### src/rtl/fetch_pc_stage_pkg.sv
// fetch_pc_stage_pkg
//   Shared definitions for the fetch PC stage:
//     - fetch exception codes carried into D (EXC_NONE, EXC_ADEL)
//     - default reset PC, exception handler entry and legal IM range
//   Imported by fetch_pc_stage and fetch_addr_check.
package fetch_pc_stage_pkg;

  localparam int unsigned EXC_W = 5;

  localparam logic [EXC_W-1:0] EXC_NONE = 5'd0;
  localparam logic [EXC_W-1:0] EXC_ADEL = 5'd4;

  localparam logic [31:0] DEF_RESET_PC  = 32'h0000_3000;
  localparam logic [31:0] DEF_EXC_ENTRY = 32'h0000_4180;
  localparam logic [31:0] DEF_IM_BASE   = 32'h0000_3000;
  localparam logic [31:0] DEF_IM_LAST   = 32'h0000_6ffc;

endpackage

### src/rtl/fetch_pc_stage_addr_check.sv
// fetch_addr_check
//   Purely combinational fetch-address check. Flags AdEL when the fetch PC
//   is not word aligned or lies outside [IM_BASE, IM_LAST] (unsigned).
// Ports
//   pc        in   32  current fetch PC
//   exc_code  out  5   EXC_ADEL on a bad fetch address, else EXC_NONE
module fetch_addr_check
  import fetch_pc_stage_pkg::*;
#(
  parameter logic [31:0] IM_BASE = DEF_IM_BASE,
  parameter logic [31:0] IM_LAST = DEF_IM_LAST
) (
  input  logic [31:0] pc,
  output logic [4:0]  exc_code
);

  logic misaligned;
  logic out_of_range;

  always_comb begin
    misaligned   = (pc[1:0] != 2'b00);
    out_of_range = (pc < IM_BASE) || (pc > IM_LAST);
    exc_code     = (misaligned || out_of_range) ? EXC_ADEL : EXC_NONE;
  end

endmodule

### src/rtl/fetch_pc_stage.sv
// fetch_pc_stage
//   F-stage PC register plus the F/D pipeline register. Latches the selected
//   next PC into F_PC, presents it as the instruction-memory address, and
//   captures the fetched word (or a bubble) into D together with the
//   delay-slot tag and any fetch-address exception.
//
//   Update priority at each rising edge:
//     reset (async) > req flush > stall hold > eret_D squash > normal advance
//
// Ports
//   clk           in   1   rising-edge clock
//   reset         in   1   asynchronous, active-high
//   NPC           in   32  next PC (already resolved by next-PC logic)
//   stall         in   1   freeze F and D
//   req           in   1   exception/interrupt taken; flushes D, wins over stall
//   eret_D        in   1   eret in D; the F word is squashed
//   D_is_jump     in   1   D holds a branch/jump; F word is its delay slot
//   i_inst_rdata  in   32  combinational IM read data for i_inst_addr
//   i_inst_addr   out  32  instruction-memory address (= F_PC)
//   F_PC          out  32  current fetch PC
//   D_PC          out  32  PC of the instruction in D
//   D_Instr       out  32  instruction word in D (0 = nop)
//   D_BD          out  1   D instruction sits in a delay slot
//   D_ExcCode     out  5   fetch exception carried to D (0 none, 4 AdEL)
//   perf_fetch_cnt out 32  real words latched into D (only with FETCH_PERF_CNT_EN)
//
// Configuration macro: FETCH_PERF_CNT_EN adds the perf_fetch_cnt counter/port.
module fetch_pc_stage
  import fetch_pc_stage_pkg::*;
#(
  parameter logic [31:0] RESET_PC  = DEF_RESET_PC,
  parameter logic [31:0] EXC_ENTRY = DEF_EXC_ENTRY,
  parameter logic [31:0] IM_BASE   = DEF_IM_BASE,
  parameter logic [31:0] IM_LAST   = DEF_IM_LAST
) (
  input  logic        clk,
  input  logic        reset,
  input  logic [31:0] NPC,
  input  logic        stall,
  input  logic        req,
  input  logic        eret_D,
  input  logic        D_is_jump,
  input  logic [31:0] i_inst_rdata,
  output logic [31:0] i_inst_addr,
  output logic [31:0] F_PC,
  output logic [31:0] D_PC,
  output logic [31:0] D_Instr,
  output logic        D_BD,
  output logic [4:0]  D_ExcCode
`ifdef FETCH_PERF_CNT_EN
  ,
  output logic [31:0] perf_fetch_cnt
`endif
);

  logic [4:0] f_exc_code;

  fetch_addr_check #(
    .IM_BASE (IM_BASE),
    .IM_LAST (IM_LAST)
  ) u_addr_check (
    .pc       (F_PC),
    .exc_code (f_exc_code)
  );

  assign i_inst_addr = F_PC;

  // PC register and F/D register share one priority chain so that a flush,
  // hold or squash can never leave F and D out of step.
  always_ff @(posedge clk or posedge reset) begin
    if (reset) begin
      F_PC      <= RESET_PC;
      D_PC      <= RESET_PC;
      D_Instr   <= 32'h0;
      D_BD      <= 1'b0;
      D_ExcCode <= EXC_NONE;
    end else if (req) begin
      // Flush: D becomes a bubble tagged with the handler entry PC.
      F_PC      <= NPC;
      D_PC      <= EXC_ENTRY;
      D_Instr   <= 32'h0;
      D_BD      <= 1'b0;
      D_ExcCode <= EXC_NONE;
    end else if (stall) begin
      F_PC      <= F_PC;
      D_PC      <= D_PC;
      D_Instr   <= D_Instr;
      D_BD      <= D_BD;
      D_ExcCode <= D_ExcCode;
    end else if (eret_D) begin
      // eret has no delay slot: the word after it is dropped along with any
      // AdEL it raised, and the bubble keeps the squashed PC.
      F_PC      <= NPC;
      D_PC      <= F_PC;
      D_Instr   <= 32'h0;
      D_BD      <= 1'b0;
      D_ExcCode <= EXC_NONE;
    end else begin
      F_PC      <= NPC;
      D_PC      <= F_PC;
      D_Instr   <= (f_exc_code != EXC_NONE) ? 32'h0 : i_inst_rdata;
      D_BD      <= D_is_jump;
      D_ExcCode <= f_exc_code;
    end
  end

`ifdef FETCH_PERF_CNT_EN
  // Counts only cycles that put a genuine instruction word into D.
  logic count_en;
  assign count_en = !req && !stall && !eret_D && (f_exc_code == EXC_NONE);

  always_ff @(posedge clk or posedge reset) begin
    if (reset) begin
      perf_fetch_cnt <= 32'h0;
    end else if (count_en) begin
      perf_fetch_cnt <= perf_fetch_cnt + 32'd1;
    end
  end
`endif

endmodule
### config.mk
export PLATFORM = sky130hd
export DESIGN_NAME = fetch_pc_stage
export DESIGN_NICKNAME = d
export VERILOG_FILES = /design/src/rtl/fetch_pc_stage_pkg.sv /design/src/rtl/fetch_pc_stage_addr_check.sv /design/src/rtl/fetch_pc_stage.sv
export SDC_FILE = /design/constraint.sdc
export NUM_CORES = 1
export LEC_CHECK = 0
export BUFFER_PORTS_ARGS = -buffer_cell sky130_fd_sc_hd__buf_2
export CAP_MARGIN = 40
export CORE_MARGIN = 2
export CORE_UTILIZATION = 44
export DETAILED_ROUTE_END_ITERATION = 8
export GPL_TIMING_DRIVEN = 0
export PLACE_DENSITY = 0.88
export SETUP_SLACK_MARGIN = 0.2
export SLEW_MARGIN = 10
export SYNTH_ARGS = -nofsm -noshare
export SYNTH_HDL_FRONTEND = slang
export SYNTH_SLANG_ARGS = --single-unit
### constraint.sdc
create_clock -name clk -period 7.2 [get_ports clk]
set_input_delay 1.44 -clock clk [delete_from_list [all_inputs] [get_ports clk]]
set_output_delay 1.44 -clock clk [all_outputs]
set_load 0.05 [all_outputs]
Word level (Yosys, flattened, before mapping):

Cells that the tools add are included.

* output and inout port bits: 134
* register bits after elaboration: 102
* word-level logic and storage cells: 27

* equal/unequal tests: 1
* order comparisons: 2
* reduce and logical (&&, ||, !) cells: 4
* multiplexer cells: 15

Operators with widths (count)
* 2-to-1 mux 32 bit: 8
* > comparator 32 x 15 -> 1 bit (second input constant): 1
* less-than comparator 32 x 14 -> 1 bit (second input constant): 1
* 2-to-1 mux 5 bit: 3
* nonzero test 5 bit: 1
* 2-to-1 mux 1 bit: 3
* 2-to-1 mux 3 bit: 1
* logical OR 1 bit: 2
* inequality test 2 x 1 -> 1 bit (second input constant): 1
* nonzero test 2 bit: 1

Depth between registers and ports, before layout:

* depth in word-level cells: 9
* depth in mapped cells: 6
* mapped depth without buffers: 4

Modules after synthesis:

Synthesis repeated with hierarchy kept, for this count alone.

* cell total of the unflattened synthesis: 384
* area, all modules: 4830.9 um2

By module, submodules not included
* fetch_pc_stage: area each 4742.0 um2, cells an instance 370, times used 1
* fetch_addr_check: area each 88.8 um2, cells an instance 14, times used 1

Worst setup path before layout:

Ideal clock, no wire load.

* path type: input-to-reg
* start: input stall
* end: register F_PC[10]
* setup time: 0.128 ns
* arrival time: 2.540 ns
* setup slack: 4.533 ns
* stages: 5
* cells stage by stage: buf_2 nor2b_1 buf_2 buf_2 mux2_1

* cells in the longest elaborated chain, start to end: 1

RTL lines
* start, declared: RTL line fetch_pc_stage.sv:39 `input logic stall,`
* inequality test 2 x 1 -> 1 bit (no source line)
* end signal, assigned: RTL line fetch_pc_stage.sv:72 `F_PC <= RESET_PC;`
* end signal, assigned: RTL line fetch_pc_stage.sv:79 `F_PC <= NPC;`
* end signal, assigned: RTL line fetch_pc_stage.sv:85 `F_PC <= F_PC;`
* end, declared: RTL line fetch_pc_stage.sv:45 `output logic [31:0] F_PC,`

Every way passes these cells.
A chain may end at the register's enable or synchronous reset.

Worst setup path in the final report:

* start: input stall
* end: register F_PC[11]

Same word-level chain as after synthesis.

==> results by stage <==
Outcome:
- The run finished with clean final reports.

Synth:
- The post-synthesis instance area is 4050 µm².
- By area the synthesized netlist is led by sky130_fd_sc_hd__dfrtp_1 58%, sky130_fd_sc_hd__mux2_1 8.9%, sky130_fd_sc_hd__mux2i_1 7.2%, sky130_fd_sc_hd__a22o_1 7.1%, sky130_fd_sc_hd__buf_4 6.7%.
- The most area-hungry cell type in the Yosys netlist is sky130_fd_sc_hd__dfrtp_1.
- Ranked by instance count, the synthesized netlist is headed by 94 x sky130_fd_sc_hd__dfrtp_1, 36 x sky130_fd_sc_hd__buf_4, 33 x sky130_fd_sc_hd__a22o_1.
- The adder-cell share of the synthesized area is 0%.
- Counting every instance in the synthesized netlist gives 299.
- The proportion of register bits with asynchronous set or reset after synthesis is 100%.
- The sequential cell area fraction in the yosys report is 60.6%.
- The synthesized netlist devotes 0% of its cell area to XOR and XNOR gates.
- The number of enable flip-flop cells after synthesis is 0.
- By area, the combinational part of the netlist is dominated by multiplexers.
- Yosys printed 0 warnings.
- The most frequently used cell type in the post-synthesis netlist is sky130_fd_sc_hd__dfrtp_1.
- The most used flip-flop cell after synthesis is sky130_fd_sc_hd__dfrtp_1.
- In the synthesized netlist, mux cells make up 16.0% of the area.
- The count of state elements after synthesis is 98.
- The top-area cell type share of the netlist area is 58.0%.
- Summing the areas of all compound-gate instances in the mapped netlist gives 8.33% of the synthesized area.
- The synthesized netlist devotes 5.49% of its cell area to simple gates.
- The mean post-synth cell area is 13.6 µm².
- The number of distinct library cell variants in the gate-level netlist after synthesis is 25.

Power and ir drop:
- In this run the power density over the cells is 241 nW/µm².
- The internal portion of the total power is 0.874 mW.
- Per report_power, the clock group accounts for 29.8% of the total.
- The completed layout was analyzed and its total power is roughly 1.3 mW.
- IR analysis of the VDD net gives a maximum drop of 0.141 mV.
- Net switching is between 30% and 40% of the power.
- The switching power is ~0.44 mW.
- The share of total power dissipated in combinational logic is 24.1%.
- Per report_power, the sequential group accounts for 46.1% of the total.
- The static leakage is 3.01 nW.

Routing:
- The detailed-routing iteration count for the pre-antenna-repair pass is 4.
- The via count is 3,092.
- The sum of routed wire segments on met1 is 4.05 mm.
- In this run the remaining antenna-violating nets after routing total 0.
- The wire length on met3 is 638 µm.
- The wire length on met2 is ~4.9 mm.
- Wires add up to a little under 10 mm.
- For this run, design rule violations remaining after detail routing come to 0.
- The via density per instance is 4.92.
- The average wire per standard cell is 15.6 µm.
- The detailed router finished its first iteration with 121 violations.
- The top layer used by detailed routing is met4.

Worst setup path:
- The data arrival time at the worst-slack endpoint is 2970 ps.
- Measured in cells, the most critical reg-to-reg path has a length of 5.
- The end of the worst register-to-register path is D_Instr[19].
- At the worst endpoint, the required time is approximately 7400 ps.
- The highest fanout seen on the critical path is 10.
- The flop-to-flop setup slack is 5250 ps.
- The origin of the critical flop-to-flop path is F_PC[27].
- The worst setup path is captured at a flop.
- The path type of the worst setup path is input pin to flop.
- The critical path startpoint category is an input pin.

Clocking:
- The number of buffers inserted for hold repair after clock tree synthesis is 0.
- Counting every sink on the clock net gives ~100.
- The clock passes through at most 2 buffers.
- The number of levels the H-tree was split into is 3.
- The clock tree from TritonCTS is done.
- Buffers added to address setup during post-CTS repair amount to 0.
- The later pin in the worst-skew pair is clocked with a latency of 350 ps.
- The root buffer cell chosen for the clock tree is sky130_fd_sc_hd__clkbuf_8.
- The clock edge transition at the registers on the reported setup and hold paths is 80 ps.
- The number of buffers created by CTS is 9.
- After clock tree synthesis, the repair step resized 0 gates.

Timing:
- The worst slew slack as a fraction of its limit is a little under two thirds.
- The portion of the clock cycle consumed by the worst path in the final layout is 38.2%.
- The number of hold-slack violations in the final timing report is 0.
- The count of pins over their slew limit is 0.
- On the final layout, the worst hold slack is 500 ps.
- At the pin with the least slew margin, the transition time is 541 ps.
- The clock arrives with 12.5 ps of skew.
- The final critical delay including setup and external delays is 2750 ps.
- The setup TNS is 0 ps.
- Static timing analysis puts the maximum clock frequency at 0.364 GHz.
- The final setup violation count is 0.
- Setup repair after global routing left no endpoint under its margin.

Floorplanning:
- From bottom edge to top edge, the die measures 100 µm.
- The floorplan die width is 100 µm.
- The die area is about 10000 µm².
- After floorplanning, the core was sized to cover between 9000 and 10,000 µm².
- The initial cell density of the core is 44.5%.
- just over 200 I/O pins were placed.
- In this run the core area contains 35 standard-cell rows.

Min path:
- The worst hold path belongs to the class flop to flop.
- The hold-critical path depth is 1.
- In this run the most critical hold path is launched from D_PC[8].
- For hold timing, the worst endpoint is D_PC[8].

Place:
- The weighted congestion reported at the end of routability-driven placement is roughly 0.76.
- During placement, the flow inserted port buffers numbering 198.
- The HPWL after detailed placement is 7.40 mm.

Global route:
- The overall global routing resource usage is 19.6%.
- The first global-routing pass estimated 15.3 mm of wire.
- The via count of the first global-routing pass is around 3.1k.
- The number of antenna violations at the first check in global routing is 0.
- The global route total overflow is 0.
- Entering global routing, the biggest net connects 66 pins.

Finish:
- In the final layout, the share of cells above drive strength 1 is approximately 52%.
- The synthesis-to-layout area growth is 34.3%.
- The fill cell total of the finished layout is 777.
- The final layout contains 582 nets.
- 0 antenna diodes ended up in the layout.

Job:
- The max-cap violation count is 0.
-- sequential cells by signal, summed over array words and instances, names as in the netlist --
signal and count:
F_PC 32, D_ExcCode 1, D_PC 32, D_Instr 32
D_BD 1
-- worst max path at each step --
stage / from / endpoint / depth (start not counted)
6_report: stall / F_PC[11] / 6
3_5_place_dp: stall / F_PC[11] / 6
5_1_grt: stall / F_PC[14] / 6
2_1_floorplan: reset / D_BD / 1
4_1_cts: stall / F_PC[11] / 6
3_3_place_gp: reset / F_PC[27] / 2
-- cell usage in the layout, fill, tap and decap left out --
| cell | netlist | layout |
|---|---|---|
| sky130_fd_sc_hd__or3_4 | 1 | 1 |
| sky130_fd_sc_hd__clkbuf_1 | 4 | 6 |
| sky130_fd_sc_hd__buf_4 | 36 | 36 |
| sky130_fd_sc_hd__o211ai_1 | 1 | 1 |
| sky130_fd_sc_hd__or3_1 | 1 | 1 |
| sky130_fd_sc_hd__bufinv_16 | 0 | 2 |
| sky130_fd_sc_hd__nand2_1 | 3 | 3 |
| sky130_fd_sc_hd__a21boi_0 | 1 | 1 |
| sky130_fd_sc_hd__buf_6 | 4 | 4 |
| sky130_fd_sc_hd__nor2b_1 | 4 | 4 |
| sky130_fd_sc_hd__clkbuf_8 | 0 | 10 |
| sky130_fd_sc_hd__a22o_1 | 33 | 33 |
| sky130_fd_sc_hd__and3b_1 | 1 | 1 |
| sky130_fd_sc_hd__mux2_1 | 32 | 32 |
| sky130_fd_sc_hd__buf_2 | 8 | 206 |
| sky130_fd_sc_hd__buf_16 | 0 | 1 |
| sky130_fd_sc_hd__nor4_1 | 4 | 4 |
| sky130_fd_sc_hd__a211o_1 | 3 | 3 |
| sky130_fd_sc_hd__dfstp_2 | 4 | 4 |
| sky130_fd_sc_hd__nor3_1 | 1 | 1 |
| sky130_fd_sc_hd__nor2_1 | 29 | 29 |
| sky130_fd_sc_hd__inv_4 | 0 | 1 |
| sky130_fd_sc_hd__nor4_4 | 1 | 1 |
| sky130_fd_sc_hd__buf_1 | 2 | 2 |
| sky130_fd_sc_hd__mux2i_1 | 29 | 29 |
| sky130_fd_sc_hd__clkinvlp_4 | 0 | 2 |
| sky130_fd_sc_hd__conb_1 | 1 | 4 |
| sky130_fd_sc_hd__o31ai_1 | 1 | 1 |
| sky130_fd_sc_hd__dfrtp_1 | 94 | 94 |
-- per-stage QoR --
step / cell area, µm² / std cells / util (%) / setup WS, ps
finish: 5450 / 628 / 59.8 / 4450
global placement: 5190 / 611 / 57.0 / 2230
detailed placement: 5230 / 612 / 57.4 / 4070
floorplan: 4070 / 302 / - / 3200
CTS: 5450 / 628 / 59.8 / 4450
global route: 5450 / 628 / 59.8 / 4400
-- logic make-up (layout without fill, tap and decap cells) --
kind of cell	count (synthesis)	after routing
AO/OA/AOI/OAI	39	39
buffers and inverters	55	270
flip-flops	98	98
multiplexers	61	61
other	1	4
AND/OR/NAND/NOR	45	45
-- area by class of cell --
| type | count | area [µm²] | share of cell area (%) |
|---|---|---|---|
| plain buffers | 54 | 378 | 6.94 |
| clock buffers | 12 | 145 | 2.67 |
| clock inverters | 4 | 75.1 | 1.38 |
| inverters | 1 | 6.26 | 0.115 |
| multi-input cells | 149 | 1230 | 22.5 |
| flip-flops and latches | 98 | 2460 | 45.1 |
| well taps | 111 | 139 | 2.55 |
| repair buffers | 199 | 1020 | 18.7 |
-- worst max-delay path, stage by stage --
cell,delay (ps)
sky130_fd_sc_hd__buf_2,90
sky130_fd_sc_hd__buf_2,220
sky130_fd_sc_hd__nor2b_1,220
sky130_fd_sc_hd__buf_2,300
sky130_fd_sc_hd__buf_2,330
sky130_fd_sc_hd__mux2_1,360
-- metal layers --
| layer | GRT usage (%) | vias to the layer above |
|---|---|---|
| li1 | - | 1432 |
| met1 | 24.4 | 1517 |
| met2 | 34.0 | 129 |
| met3 | 4.18 | 14 |
| met4 | 6.95 | 0 |
| met5 | 0 | - |
-- power groups by stage --
| stage | combinational, mW | sequential (mW) | clock [mW] |
|---|---|---|---|
| 3_3_place_gp | 0.312 | 0.614 | 0 |
| 5_1_grt | 0.333 | 0.610 | 0.425 |
| 4_1_cts | 0.320 | 0.606 | 0.399 |
| 3_5_place_dp | 0.319 | 0.616 | 0 |
| 6_report | 0.316 | 0.605 | 0.390 |
| 2_1_floorplan | 0.139 | 0.711 | 0 |
(Power assumes the default switching activity.)
